`config.mk`:
```
export PLATFORM = sky130hd
export DESIGN_NAME = pipeline_stage_register
export DESIGN_NICKNAME = d
export VERILOG_FILES = /design/src/rtl/pipeline_stage_register.sv
export SDC_FILE = /design/constraint.sdc
export NUM_CORES = 1
export LEC_CHECK = 0
export ABC_AREA = 1
export ABC_CLOCK_PERIOD_IN_PS = 1900
export BUFFER_PORTS_ARGS = -buffer_cell sky130_fd_sc_hd__buf_2
export CAP_MARGIN = 20
export CORE_AREA = 3 3 85 87
export CTS_CLUSTER_SIZE = 12
export DETAILED_ROUTE_END_ITERATION = 12
export DIE_AREA = 0 0 88 90
export PLACE_DENSITY_LB_ADDON = 0.15
export SLEW_MARGIN = 25
export SYNTH_ARGS = -nofsm -noshare
export SYNTH_HDL_FRONTEND = slang
export SYNTH_SLANG_ARGS = --single-unit
```
`constraint.sdc`:
```
create_clock -name clk -period 1.9 [get_ports clk]
set_input_delay 0 -clock clk [delete_from_list [all_inputs] [get_ports clk]]
set_output_delay 0 -clock clk [all_outputs]
set_load 0.01 [all_outputs]
```
`src/rtl/pipeline_stage_register.sv`:
```
// One-stage pipeline register with valid/ready handshake and a one-entry skid
// buffer. Both the data path and the backpressure path are registered:
// in_ready depends only on the held state, never on out_ready in the same cycle.
//
// Handshake: a word moves across an interface on a rising clk edge when valid
// and ready are both high on that edge. A producer keeps valid and data steady
// until the word is taken; this stage never withdraws out_valid or changes
// out_data while out_valid=1 and out_ready=0.
//
// States: EMPTY (nothing held), BUSY (main holds a word), FULL (main + skid).
// All status outputs are registered, decoded from the next state.
module pipeline_stage_register #(
   parameter int unsigned N = 32,
   parameter logic [N-1:0] RESET_VALUE = '0
) (
   input  logic         clk,
   input  logic         reset,
   input  logic         flush,
   input  logic         in_valid,
   output logic         in_ready,
   input  logic [N-1:0] in_data,
   output logic         out_valid,
   input  logic         out_ready,
   output logic [N-1:0] out_data,
   output logic [1:0]   occupancy,
   output logic [1:0]   fsm_state
);

   typedef enum logic [1:0] {
      EMPTY = 2'd0,
      BUSY  = 2'd1,
      FULL  = 2'd2
   } state_t;

   state_t         state;
   state_t         state_next;
   logic [N-1:0]   main_data;
   logic [N-1:0]   skid_data;
   logic [N-1:0]   main_next;
   logic [N-1:0]   skid_next;
   logic           in_fire;
   logic           out_fire;

   assign in_fire   = in_valid & in_ready;
   assign out_fire  = out_valid & out_ready;
   assign out_data  = main_data;
   assign fsm_state = state;

   // Next-state and next-data selection; flush overrides every transition.
   always_comb begin
      state_next = state;
      main_next  = main_data;
      skid_next  = skid_data;
      if (flush) begin
         // Held words and any word offered this cycle are discarded; the data
         // registers keep stale contents, which are hidden by out_valid=0.
         state_next = EMPTY;
      end else begin
         unique case (state)
            EMPTY: begin
               if (in_fire) begin
                  main_next  = in_data;
                  state_next = BUSY;
               end
            end
            BUSY: begin
               if (in_fire && out_fire) begin
                  main_next  = in_data;
                  state_next = BUSY;
               end else if (in_fire) begin
                  // Downstream stalled: park the new word in the skid slot.
                  skid_next  = in_data;
                  state_next = FULL;
               end else if (out_fire) begin
                  state_next = EMPTY;
               end
            end
            FULL: begin
               // in_ready is low here, so only the drain side can move.
               if (out_fire) begin
                  main_next  = skid_data;
                  state_next = BUSY;
               end
            end
            default: begin
               state_next = EMPTY;
            end
         endcase
      end
   end

   // State, data and registered status outputs.
   always_ff @(posedge clk or negedge reset) begin
      if (!reset) begin
         state     <= EMPTY;
         main_data <= RESET_VALUE;
         skid_data <= RESET_VALUE;
         out_valid <= 1'b0;
         in_ready  <= 1'b1;
         occupancy <= 2'd0;
      end else begin
         state     <= state_next;
         main_data <= main_next;
         skid_data <= skid_next;
         unique case (state_next)
            EMPTY: begin
               out_valid <= 1'b0;
               in_ready  <= 1'b1;
               occupancy <= 2'd0;
            end
            BUSY: begin
               out_valid <= 1'b1;
               in_ready  <= 1'b1;
               occupancy <= 2'd1;
            end
            FULL: begin
               out_valid <= 1'b1;
               in_ready  <= 1'b0;
               occupancy <= 2'd2;
            end
            default: begin
               out_valid <= 1'b0;
               in_ready  <= 1'b1;
               occupancy <= 2'd0;
            end
         endcase
      end
   end

endmodule

```
==> impl_results.md, run 1 <==
- H-tree Lvls: 3
- Area added between synthesis and finish: 30.00%
- Synthesis warning total: 0
- Net switching power figure: 1.980 mW
- Overall die area: 7920 um^2
- Syn Area/Cell: 7.742 um^2
- Total power divided by cell area: around 1300 nW/um^2
- Post-synthesis net count: 493
- Tightest Pin Transition: around 470 ps
- Sequential fraction of design power: 43.0%
- Die width: 88 um
- Placed Area: 3995 um^2
- Leading cell types by total area after synthesis: dfrtp_1 (49%), nand2_1 (18%), nand3_1 (14%), o21bai_1 (6.8%), inv_1 (4.4%)
- Largest buffer count on any clock path: 2
- Vias after detailed routing: 3,358
- Drt via density: 5.263
- Comb pwr share: 32.6%
- Total Negative Setup Slacks: 0 ps
- DRC violation count after routing: 0
- Remaining Overflow, GRT: 0
- Switching part of the total power: 34.57%
- Internal Power: 3.748 mW
- Number of routed nets with antenna violations: 0
- Worst Hold Margin: approximately 9 ps
- Area of the core: 6422 um^2
- Final-report max-slew violation count: 0
- Number of placed cells counting well taps: 589
- Vias in the first global route: ~3,300
- # fillers: a little over 500
- Count of clock tree sinks: 70
- Final weighted congestion in routability-driven placement: 0.8346
- Resized cells post-CTS: 0
- Cell type contributing the most total cell area after synthesis: dfrtp_1
- Fraction of synthesized cell area taken by the top area cell type: 49.23%
- Post-CTS clock slew at the launch and capture registers of the worst setup and hold paths: around 80 ps
- Antenna violations before repair: 0
- Sequential share of the synthesized area: roughly 50%
- Library cells used by synthesis: 18
- Min-Delay Path Class: in2reg
- Crit Path Class: reg2reg
- Hold violation count in the final report: 0
- Signal arrival time at the worst endpoint: 1870 ps
- Die boundary height: 90 um
- Outcome: finished, final reports clean
- Worst relative slew slack: 68.62%
- Global-route wire length before repair: 15.50 mm
- Data required time at the worst endpoint: 2180 ps
- Setup repair after global routing missed its margin: false
- DR pass1 iterations: 6
- Critical-path maximum fanout: 14
- Max-cap check violation count: 0
- Share of power burned in the clock network: 24.4%
- Netlist Area Pre-Place: 3507 um^2
- Net count reported at finish: about 600
- Skew-Pair Late Insertion Delay: approximately 340 ps
- GRT Total Usage: 24.55%
- Synthesis-stage register bit count: 70
- Wire per inst: 14.33 um
- Number of diodes: 0
- Startpoint type of the worst setup path: flip-flop
- Iteration-0 DRC Markers: 322
- Worst Skew: between 7 and 8 ps
- Pin count of the biggest net entering global routing: 40
- Fraction of final layout cells with drive strength greater than 1: around 20%
- CTS tree: yes
- Effective utilization at floorplan: 54.61%
- Setup-violating endpoint count in the final report: 0
- Period minus WS final: between 1500 and 2000 ps
- Most common cell after layout, fill and taps aside: nand2_1
- Wire length after detailed routing: 9.142 mm
- Gate count after technology mapping: 453
- CTS root buffer: clkbuf_8
- Port Buffers: 74
- Fin area: around 4600 um^2
- Leakage power: 2.591 nW
- Critical Path Sink Type: flip-flop
- Most used cells in the layout excluding fill and tap cells: nand2_1 (170), nand3_1 (98), buf_2 (73)
- Final instance count without filler cells: about 640
- Number of rows in the core area: 29
- Peak ir drop on the vdd network: 0.6698 mV
- Max Fclk: 628.2 MHz
- Tcrit/Tclk final: 83.78%
- Number of I/O pins: 75
- Number of buffers created by CTS: 9
- Total half-perimeter wirelength after legalization and detailed placement: 5.642 mm
logic make-up after synthesis:
kind of cell               Yosys count  share of synthesized area [%]
AOI/OAI and AO/OA                   36                          7.492
adders and majority gates            3                          1.070
DFF                                 70                          49.98
and+or+nand+nor                    271                          32.93
buffers and inverters               73                          8.527
final cells by class:
type	instances	area, um^2	area share [%]
flip-flops and latches	70	1753	38.45
multi-input cells	310	1470	32.24
repair buffers	123	848.3	18.61
clock buffers	13	168.9	3.705
inverters	42	157.7	3.458
well taps	77	96.34	2.113
clock inverters	3	65.06	1.427
worst paths after layout:
check                               from       endpoint  slack, ps  cells after the start
hold reg to reg            skid_data[21]  skid_data[21]        470                      2
hold / removal                     flush   fsm_state[0]          9                      4
setup reg to reg               out_valid      out_valid        310                      5
min in group asynchronous          reset    out_data[1]        150                      2
setup / recovery               out_valid      out_valid        310                      5
max in group asynchronous          reset       in_ready       1140                      3
critical path, stage by stage, from the launching register on:
cell	delay (ps)
dfrtp_1	420
a21oi_4	430
o21ai_0	240
inv_1	150
ha_1	240
inv_1	50
routing by layer:
metal / global-route usage, % / share of wire [%] / vias to the layer above / wire (um)
li1: - / - / 1641 / -
met4: 9.719 / 1.4 / 0 / 125
met5: 0 / 0 / - / 0
met3: 3.931 / 5.6 / 13 / 515
met2: 38.44 / 48 / 128 / 4428
met1: 33.77 / 45 / 1576 / 4073
sequential cells by signal, indices dropped and copies added, names as in the netlist:
signal     cells
out_data      32
skid_data     32
fsm_state      2
occupancy      2
in_ready       1
out_valid      1
stage by stage:
stage	worst slack [ps]	power [mW]	utilization, %
global route	197.1	6.167	70.99
floorplan	398.0	3.595	-
global placement	390.2	4.219	62.21
finish	308.1	5.728	70.99
CTS	314.2	5.769	70.99
detailed placement	333.5	4.290	62.21
Yosys cell counts, drive strengths merged:
master and number:
a21boi 1, a21oi 1, buf 23, clkbuf 8, dfrtp 69, dfstp 1
ha 3, inv 42, nand2 171, nand3 98, nor2 1, nor3 1
o21ai 2, o21bai 32
power by group through the flow:
stage / Sequential, mW / Clock (mW) / Combinational (mW)
2_1_floorplan: 2.57 / 0 / 1.02
3_3_place_gp: 2.46 / 0 / 1.76
3_5_place_dp: 2.48 / 0 / 1.81
4_1_cts: 2.46 / 1.43 / 1.88
5_1_grt: 2.55 / 1.49 / 2.13
6_report: 2.46 / 1.40 / 1.87
what timing repair did:
| action | CTS | global route |
|---|---|---|
| hold buffers | 33 | 0 |
| hold endpoints to repair | 106 | 0 |
| setup buffers | 0 | 0 |
(Power assumes the default switching activity.)
==> run 2, diff against run 1 <==
- ABC_CLOCK_PERIOD_IN_PS: 1900 -> 1520
- clock period: 1.9 -> 1.52 ns (I/O delays scaled with it)
==> run 2 against run 1 <==
  * Clock-buffer cell count is the same
  * Critical path type unchanged
  * Hold slack improved by 16 ps
  * Largest cell class unchanged
  * First-iteration DRC count fell by 11%
  * Total power up 27%
  * Clock power increased by 26%
==> impl_results.md, run 2 (same netlist as run 1, synthesis figures left out) <==
- Outcome: finished, final reports clean (unchanged)
- Vias after detailed routing: 3,370 (was 3,358)
- Net count reported at finish: 602 (was 596)
- Crit Path Class: reg2reg (unchanged)
- DR pass1 iterations: 5 (was 6)
- CTS root buffer: clkbuf_8 (unchanged)
- Number of buffers created by CTS: 9 (unchanged)
- Tcrit/Tclk final: 93.65% (was 83.78%)
- Overall die area: 7920 um^2 (unchanged)
- Antenna violations before repair: 0 (unchanged)
- Global routing met2 resource utilization: 38.00% (was 38.44%)
- Pin count of the biggest net entering global routing: 33 (was 40)
- Drt via density: 5.233 (was 5.263)
- Most common cell after layout, fill and taps aside: nand2_1 (unchanged)
- Tightest Pin Transition: 349.5 ps (was 469.7 ps)
- Skew-Pair Late Insertion Delay: 340 ps (about the same)
- Data required time at the worst endpoint: 1760 ps (was 2180 ps)
- Min-Delay Path Class: in2reg (unchanged)
- Wire per inst: 14.22 um (was 14.33 um)
- Effective utilization at floorplan: 54.61% (unchanged)
- # fillers: 512 (was 509)
- Post-route setup slack: 96.49 ps (was 308.1 ps)
- Number of diodes: 0 (unchanged)
- Number of routed nets with antenna violations: 0 (unchanged)
- Count of clock tree sinks: 70 (unchanged)
- Max-cap check violation count: 0 (unchanged)
- Worst Skew: 9.729 ps (was 7.328 ps)
- Fraction of met3 tracks used by global routing: 4.662% (was 3.931%)
- Leakage power: 2.631 nW (was 2.591 nW)
- Number of placed cells counting well taps: 593 (was 589)
- Signal arrival time at the worst endpoint: 1660 ps (was 1870 ps)
- Critical-path maximum fanout: 3 (was 14)
- Wire length after detailed routing: 9.159 mm (was 9.142 mm)
- Final weighted congestion in routability-driven placement: 0.8386 (was 0.8346)
- Max Fclk: 702.5 MHz (was 628.2 MHz)
- Total chip power: 7.259 mW (was 5.728 mW)
- Register Area: 1755 um^2 (was 1753 um^2)
- Peak ir drop on the vdd network: 0.8942 mV (was 0.6698 mV)
- H-tree Lvls: 3 (unchanged)
- Fraction of final layout cells with drive strength greater than 1: 21.34% (was 19.79%)
- Worst relative slew slack: 76.70% (was 68.62%)
- Area added between synthesis and finish: 32.43% (was 30.00%)
- DRC violation count after routing: 0 (unchanged)
- Die boundary height: 90 um (unchanged)
- Most used cells in the layout excluding fill and tap cells: nand2_1 (169), nand3_1 (97), buf_2 (73) (was nand2_1 (170), nand3_1 (98), buf_2 (73))
- CTS tree: yes (unchanged)
- Critical Path Sink Type: flip-flop (unchanged)
- Iteration-0 DRC Markers: 286 (was 322)
- Met1 routing resource usage after global routing: 34.74% (was 33.77%)
- Largest buffer count on any clock path: 2 (unchanged)
- Setup-violating endpoint count in the final report: 0 (unchanged)
- Post-CTS clock slew at the launch and capture registers of the worst setup and hold paths: 70 ps (was 80 ps)
- Die width: 88 um (unchanged)
- Placed Area: 4038 um^2 (was 3995 um^2)
- Hold violation count in the final report: 0 (unchanged)
- Setup repair after global routing missed its margin: true (was false)
- Period minus WS final: 1424 ps (was 1592 ps)
- Fin area: 4644 um^2 (was 4559 um^2)
- Setup WS pre-CTS: 21.77 ps (was 333.5 ps)
- Number of I/O pins: 75 (unchanged)
- GRT Total Usage: 24.80% (was 24.55%)
- Final instance count without filler cells: 644 (was 638)
- Port Buffers: 74 (unchanged)
- Total power divided by cell area: 1563 nW/um^2 (was 1256 nW/um^2)
- Vias in the first global route: 3,306 (was 3,337)
- Total half-perimeter wirelength after legalization and detailed placement: 5.790 mm (was 5.642 mm)
- Number of rows in the core area: 29 (unchanged)
- Global-route wire length before repair: 15.72 mm (was 15.50 mm)
- Busiest layer in global routing: met2 (unchanged)
- Remaining Overflow, GRT: 0 (unchanged)
- Total Negative Setup Slacks: 0 ps (unchanged)
- Final-report max-slew violation count: 0 (unchanged)
- Area of the core: 6422 um^2 (unchanged)
- Startpoint type of the worst setup path: flip-flop (unchanged)
- Multi-input gate area: 1478 um^2 (was 1470 um^2)
## run 2: metal layers
layer | part of all wire [%] | wire length [um] | up-vias
met2 | 48 | 4407 | 141
met4 | 1.5 | 133 | 0
met5 | 0 | 0 | -
met3 | 5.5 | 507 | 17
met1 | 45 | 4110 | 1552
li1 | - | - | 1660
## run 2: report_power, final
part	internal (mW)	leakage, nW	switching [mW]
Combinational	1.03	1.64	1.38
Sequential	2.66	0.873	0.431
Clock	1.06	0.120	0.705
Total	4.75	2.63	2.51
## run 2: final timing paths
path / startpoint / endpoint / cells past startpoint / slack, ps
max in group asynchronous: reset / in_ready / 3 / 800
max reg2reg: in_ready / out_valid / 7 / 100
min in group asynchronous: reset / out_data[6] / 2 / 100
min: flush / fsm_state[0] / 4 / 30
min reg2reg: skid_data[28] / skid_data[28] / 2 / 480
max: in_ready / out_valid / 7 / 100
## run 2: critical path, stage by stage, from the launching register on
cell	delay, ps
dfstp_2	530
nand2_1	100
nand2_2	100
inv_1	40
nand3_1	110
nand3_2	110
ha_1	290
inv_1	40
## run 2: area by class of cell
type / count / share of cell area (%)
multi-input cells: 310 / 31.82
flip-flops and latches: 70 / 37.80
clock buffers: 13 / 3.637
repair buffers: 129 / 19.83
clock inverters: 3 / 1.401
inverters: 42 / 3.448
well taps: 77 / 2.074
## run 2: what timing repair did
item,in CTS,in global routing
hold endpoints to repair,108,0
setup endpoints to repair,0,35
hold buffers,33,0
setup buffers,0,2
gates resized for setup,0,11
## run 2: through the flow
stage                     utilization (%)  hold slack (ps)
after floorplan                         -           -295.6
after global placement              62.87           -69.05
after detailed placement            62.87           -63.74
after CTS                           71.65            6.156
after global routing                72.32            31.70
final                               72.32            25.09
